===== config.mk =====
export PLATFORM = sky130hd
export DESIGN_NAME = seg_capture
export DESIGN_NICKNAME = d
export VERILOG_FILES = /design/src/rtl/seg_capture.sv
export SDC_FILE = /design/constraint.sdc
export NUM_CORES = 1
export LEC_CHECK = 0
export CAP_MARGIN = 20
export CORE_ASPECT_RATIO = 2
export CORE_MARGIN = 3
export CORE_UTILIZATION = 31
export CTS_BUF_LIST = sky130_fd_sc_hd__clkbuf_8
export DETAILED_ROUTE_END_ITERATION = 8
export GPL_TIMING_DRIVEN = 0
export HOLD_SLACK_MARGIN = 0.05
export PLACE_DENSITY = 0.56
export SYNTH_ARGS = -nofsm -noshare
export SYNTH_HDL_FRONTEND = slang
export SYNTH_SLANG_ARGS = --single-unit

===== constraint.sdc =====
create_clock -name p625 -period 2.3 [get_ports p625]
set_clock_uncertainty 0.1 [all_clocks]
set_input_delay 0.575 -clock p625 [delete_from_list [all_inputs] [get_ports p625]]
set_output_delay 0.575 -clock p625 [all_outputs]
set_load 0.1 [all_outputs]

===== src/rtl/seg_capture.sv =====
// seg_capture: recovers four 7-segment digit patterns and a brightness level
// from a multiplexed display driver. It watches the active-low digit enables,
// measures how long each digit stays enabled, and commits a digit only when
// the slot looks clean. Frame alignment restarts at digit 0 after errors or
// a long idle period.
module seg_capture #(
  parameter int IDLE_TO = 32
) (
  input  logic       p625,
  input  logic       rst,
  input  logic [6:0] num,
  input  logic [3:0] en,
  output logic [6:0] num1,
  output logic [6:0] num2,
  output logic [6:0] num3,
  output logic [6:0] num4,
  output logic [1:0] light,
  output logic       frame_valid,
  output logic       err
);

  localparam int IDLE_W = $clog2(IDLE_TO + 1);
  localparam logic [IDLE_W-1:0] IDLE_MAX = IDLE_W'(IDLE_TO);
  localparam logic [IDLE_W-1:0] IDLE_HIT = IDLE_W'(IDLE_TO - 1);

  // committed outputs and frame alignment
  logic [6:0]        r_digit [4];
  logic [1:0]        r_light;
  logic              r_frame_valid;
  logic              r_err;
  logic [1:0]        r_next_idx;

  // run tracker: describes the single-digit enable currently in progress
  logic              r_run_active;
  logic [1:0]        r_run_idx;
  logic [3:0]        r_run_len;
  logic              r_run_ovf;
  logic [6:0]        r_run_seg;
  logic              r_run_stable;

  logic [IDLE_W-1:0] r_idle_cnt;

  // enable classification
  logic [3:0] w_low;
  logic       w_off;
  logic       w_single;
  logic       w_multi;
  logic [1:0] w_k;
  logic       w_continue;
  logic       w_run_end;
  logic       w_run_good;
  logic       w_idle_hit;

  // commit decisions
  logic       w_digit_we;
  logic [1:0] w_light_next;
  logic [1:0] w_next_idx_next;
  logic       w_fv_next;
  logic       w_err_next;

  assign w_low    = ~en;
  assign w_off    = (w_low == 4'd0);
  // a single low bit means w_low is a power of two
  assign w_single = !w_off && ((w_low & (w_low - 4'd1)) == 4'd0);
  assign w_multi  = !w_off && !w_single;

  // index of the enabled digit (only meaningful for a single enable)
  always_comb begin
    w_k = 2'd3;
    case (w_low)
      4'b0001: w_k = 2'd0;
      4'b0010: w_k = 2'd1;
      4'b0100: w_k = 2'd2;
      default: w_k = 2'd3;
    endcase
  end

  assign w_continue = r_run_active && w_single && (w_k == r_run_idx);
  assign w_run_end  = r_run_active && !w_continue;
  // accepted lengths 3,7,11,15 are exactly those with both low bits set
  assign w_run_good = (r_run_len[1:0] == 2'b11) && !r_run_ovf && r_run_stable;
  assign w_idle_hit = w_off && (r_idle_cnt == IDLE_HIT);

  // decide what an ending run (or a multi-enable cycle) does to the outputs
  always_comb begin
    w_digit_we      = 1'b0;
    w_light_next    = r_light;
    w_next_idx_next = r_next_idx;
    w_fv_next       = 1'b0;
    w_err_next      = 1'b0;
    if (w_multi) begin
      // overlapping enables: the slot is unusable, realign from digit 0
      w_err_next      = 1'b1;
      w_next_idx_next = 2'd0;
    end else if (w_run_end) begin
      if (!w_run_good) begin
        w_err_next = 1'b1;
      end else if (r_run_idx == r_next_idx) begin
        w_digit_we      = 1'b1;
        w_light_next    = r_run_len[3:2];
        w_next_idx_next = r_next_idx + 2'd1;
        w_fv_next       = (r_run_idx == 2'd3);
      end else begin
        // out of order; a digit 0 is still a valid frame start
        w_err_next = 1'b1;
        if (r_run_idx == 2'd0) begin
          w_digit_we      = 1'b1;
          w_light_next    = r_run_len[3:2];
          w_next_idx_next = 2'd1;
        end else begin
          w_next_idx_next = 2'd0;
        end
      end
    end
    if (w_idle_hit) begin
      w_next_idx_next = 2'd0;
    end
  end

  // register committed digits, brightness, pulses and alignment
  always_ff @(posedge p625) begin
    if (rst) begin
      for (int i = 0; i < 4; i++) begin
        r_digit[i] <= 7'h00;
      end
      r_light       <= 2'd0;
      r_frame_valid <= 1'b0;
      r_err         <= 1'b0;
      r_next_idx    <= 2'd0;
    end else begin
      if (w_digit_we) begin
        r_digit[r_run_idx] <= r_run_seg;
      end
      r_light       <= w_light_next;
      r_frame_valid <= w_fv_next;
      r_err         <= w_err_next;
      r_next_idx    <= w_next_idx_next;
    end
  end

  // track the current run: start, extend (saturating length), or end
  always_ff @(posedge p625) begin
    if (rst) begin
      r_run_active <= 1'b0;
      r_run_idx    <= 2'd0;
      r_run_len    <= 4'd0;
      r_run_ovf    <= 1'b0;
      r_run_seg    <= 7'h00;
      r_run_stable <= 1'b0;
    end else if (w_continue) begin
      if (r_run_len == 4'd15) begin
        r_run_ovf <= 1'b1;
      end else begin
        r_run_len <= r_run_len + 4'd1;
      end
      if (num != r_run_seg) begin
        r_run_stable <= 1'b0;
      end
      r_run_seg <= num;
    end else if (w_single) begin
      r_run_active <= 1'b1;
      r_run_idx    <= w_k;
      r_run_len    <= 4'd1;
      r_run_ovf    <= 1'b0;
      r_run_seg    <= num;
      r_run_stable <= 1'b1;
    end else begin
      r_run_active <= 1'b0;
    end
  end

  // count consecutive all-off cycles, saturating at the idle timeout
  always_ff @(posedge p625) begin
    if (rst) begin
      r_idle_cnt <= '0;
    end else if (!w_off) begin
      r_idle_cnt <= '0;
    end else if (r_idle_cnt != IDLE_MAX) begin
      r_idle_cnt <= r_idle_cnt + 1'b1;
    end
  end

  assign num1        = r_digit[0];
  assign num2        = r_digit[1];
  assign num3        = r_digit[2];
  assign num4        = r_digit[3];
  assign light       = r_light;
  assign frame_valid = r_frame_valid;
  assign err         = r_err;

endmodule


Yosys cells after proc, flatten, opt, wreduce, memory -nomap -nowiden. Memories as Yosys holds them, arrays and structs flattened. Cells that the tools add are included.

Memories: 1. Register bits: 28. Bits in writable memories: 28. Input port bits: 13.

Memories: r_digit (words 4, width 7, read ports 4, clocked after Yosys merged registers in 0, wr ports 4, RTL line 27) `logic [6:0] r_digit [4];`.

Equal/unequal tests: 14. Add/sub/neg operators: 4. Reduce and logical (&&, ||, !) cells: 27. Mux-type cells: 34. Bitwise gates (word level): 8.

Operators with widths (count): 1-bit 2-to-1 mux (23); 7-bit 2-to-1 mux (3); 4-bit 2-to-1 mux (3); 2-bit AND reduction (5); 1-bit logical AND (8); 4-bit zero test (2); 2-bit 2-to-1 mux (4); 7-bit inequality test (1); 7-bit OR reduction (1); 6-bit by 1-bit adder with 6-bit output (second input constant) (1); 6-bit by 5-bit == test with 1-bit output (second input constant) (1); 6-bit inequality test (second input constant) (1); 1-bit inverter (6); 2-bit one-hot mux with 3 select lines (1); 5-bit OR reduction (1); 4-bit by 1-bit adder with 4-bit output (second input constant) (1); 4-bit bitwise AND (1); 2-bit == test (2); 2-bit == test (second input constant) (2); 4-bit by 1-bit == test with 1-bit output (second input constant) (1); 4-bit by 2-bit == test with 1-bit output (second input constant) (1); 4-bit by 3-bit == test with 1-bit output (second input constant) (1); 4-bit == test (second input constant) (1); 1-bit zero test (4); 10 further kinds (12).

Depth between registers and ports, before layout.
Depth in word-level cells: 16. Mapped depth: 7. Depth with buffers taken out: 6.

Worst setup path after synthesis. Ideal clock, no wire load.

Path kind: input to register. From: in en[1]. To: mem r_digit[3][0], enable pin. Arrival time: 1.797 ns. Slack: 0.144 ns. Path buffers: 1. Library setup time: 0.259 ns. Cell stages on the path: 6. Cell sequence: and3_1 > buf_2 > nor2b_1 > a221oi_2 > nor2_1 > a31o_2.

RTL lines: from (decl) (RTL line 12) `input logic [3:0] en,`; to (decl) (RTL line 27).

==> qor.yml <==
final_cell_count_no_fill: 419
required_ns: 2.23
hp-class: "reg2reg"
fmax_mhz: 454
worst_path_largest_cell_delay_ns: 0.39
post-route-min-period_ns: 2.20
synth_top_area_cell: "edfxtp_1"
syn_area_per_cell_um2: 10.2
syn_inst: 265
p_leak_uw: 0.00145
wl_per_cell_um: 16.3
io-pin-count: 45
core_area_mm2: 0.00841
slowest_stage: "dfxtp_1"
cts_root_buf: "clkbuf_8"
status: "completed"
cp-end-kind: "flip-flop"
crit_buf_inv: 0
drc: 0
power.density_mw_per_mm2: 646
synth-edff-count: 28
cts.clk_slew.worst_paths_ns: 0.10
synth_cell_type_count: 55
tightestPinTransition_ns: 0.968
synth-async-reset-ratio_pct: 0
finalMaxSlewViolations: 0
tritoncts: "yes"
crit_chain: "ha_2 > and3b_1 > nand2_2 > or3_4 > nor2_4 > a31o_4"
grt_pass1_vias: 2125
grt.overflow.total: 0
yosys_most_used_dff: "edfxtp_1"
setup_viol: 0
die_area_mm2: 0.00997
arrival_ns: 2.14
drt_wl_total_um: 6830
synth_area_mm2: 0.00271
path_class: "reg2reg"
synth_area_leaders: "edfxtp_1, dfxtp_1, and3_1"
grt_pass1_wl_um: 10800
drtAntennaViolNets: 0
num_vias: 2175
crit_fanout: 7
die_h_um: 138
startpoint_type: "flip-flop"
viasPerCell: 5.19
ys_seq_area_share_pct: 51.7
ys_ff_latch: 56
synth_fp_nets: 281
finalCritPeriodShare_pct: 95.8
dp_cells: 406
grt_usage_pct: 14.0
n_antenna_cell: 0
clkSinkCount: 56
clock_latency_ns: 0.31
dieWidth_um: 72.1
yosys_warnings: 0
area_growth_pct: 30.2
antenna_found_initial: 0
max-vdd-ir-drop_mv: 0.349
hold_viol_final: 0
hpwlAfterDp_um: 5190
synth_top_area_share_pct: 31.0
port_buffers: 43
drive_above_1_share_pct: 14.3
rows: 47
nets: 336
initial_utilization_pct: 32.2
cts_buffers: 5
maxSlewHeadroom_pct: 35.7
cts_hold_buf: 0
clockBufferDepth: 2
maxCapViolCount: 0
grt_max_degree: 18
fillerInstances: 843
dr.pass1.iters: 4
first_iter_violations: 154
gp_congestion: 0.815
h-tree-depth: 2
synthTopCellsByCount: "dfxtp_1, edfxtp_1, and3_1, nand2_1, a21oi_1"
cp_top_family: "simple AND/OR/NAND/NOR gates"
worst_hold_slack_ns: 0.403
worst min-delay path, stage by stage (launching register included):
cell and delay, ns:
dfxtp_1 0.33, o21ai_0 0.07, a21oi_1 0.06
registers in the layout (all words and copies together) (netlist names):
signal and cells:
r_digit 28, r_run_seg 7, r_idle_cnt 6, r_run_len 4, light 2, r_next_idx 2
r_run_idx 2, err 1, frame_valid 1, r_run_active 1, r_run_ovf 1, r_run_stable 1
cells in the final DEF (no fill, tap or decap), types with 6 or more instances in the layout:
master            n
and3_1           24
dlygate4sd2_1    34
dfxtp_1          28
and2_1            8
o21ai_0          11
clkdlybuf4s50_1   7
xnor2_1           6
nand2_1          24
nor2_1           12
xor2_1            7
a21oi_1          19
buf_4             7
nand3_1           7
edfxtp_1         28
final cells by class:
type                            count  area (um2)  share of cell area (%)
Timing Repair Buffer               49         450                    12.8
Clock inverter                      3        63.8                    1.81
Tap cell                           98         123                    3.47
Buffer                             15         106                    3.01
Multi-Input combinational cell    189        1300                    36.9
Inverter                            4        15.0                   0.425
Sequential cell                    56        1400                    39.7
Clock buffer                        5        68.8                    1.95
where the power goes:
part / switching (uW) / leakage, uW / internal, uW / total, uW
clock network: 340 / 0.0000695 / 431 / 771
registers: 32.7 / 0.000517 / 1080 / 1110
logic: 281 / 0.000862 / 118 / 399
total: 654 / 0.00145 / 1630 / 2280
final timing paths:
path	startpoint	endpoint	slack [ns]	cells after the start
worst max-delay path	r_run_len[1]	r_digit[3][5]	0.1	6
worst min-delay path	light[0]	light[0]	0.40	2
worst max register to register	r_run_len[1]	r_digit[3][5]	0.1	6
worst min register to register	light[0]	light[0]	0.40	2
routing by layer:
| metal | part of all wire, % | routed length (um) | vias up | track usage [%] |
|---|---|---|---|---|
| met5 | 0 | 0 | - | 0 |
| met3 | 4.0 | 275 | 11 | 2.62 |
| met1 | 34 | 2340 | 1041 | 13.1 |
| li1 | - | - | 1066 | - |
| met4 | 2.2 | 150 | 0 | 6.14 |
| met2 | 60 | 4070 | 57 | 27.7 |
metrics by stage:
stage               cell area (um2)  power, uW  util (%)  setup WS, ns  setup TNS, ns
finish                         3530       2280      42.0        0.0964              0
global route                   3530       2360      42.0     -0.000534      -0.000534
CTS                            3420       2280      40.7       -0.0842         -0.238
detailed placement             3260       1520      38.8        -0.662         -38.61
global placement               3260       1510      38.8        -0.644         -37.05
floorplan                      2710       1400         -         0.144              0
kinds of logic (layout without fill, tap and decap cells):
| family | count (synthesis) | after routing | synth area share [%] |
|---|---|---|---|
| DFF | 56 | 56 | 51.7 |
| xor gates and xnor gates | 13 | 13 | 4.20 |
| buffers and inverters | 20 | 76 | 4.29 |
| and+or+nand+nor | 114 | 114 | 23.7 |
| adders and majority gates | 3 | 3 | 1.38 |
| AOI/OAI and AO/OA | 57 | 57 | 14.0 |
| muxes | 2 | 2 | 0.738 |
repair_timing:
item	4_1_cts	5_1_grt
pin swaps	3	6
endpoints found under the hold margin	0	0
endpoints found under the setup margin	100	63
gates resized for setup	44	24
setup buffers	3	3
Note: power is estimated with default switching activity, not from simulation.
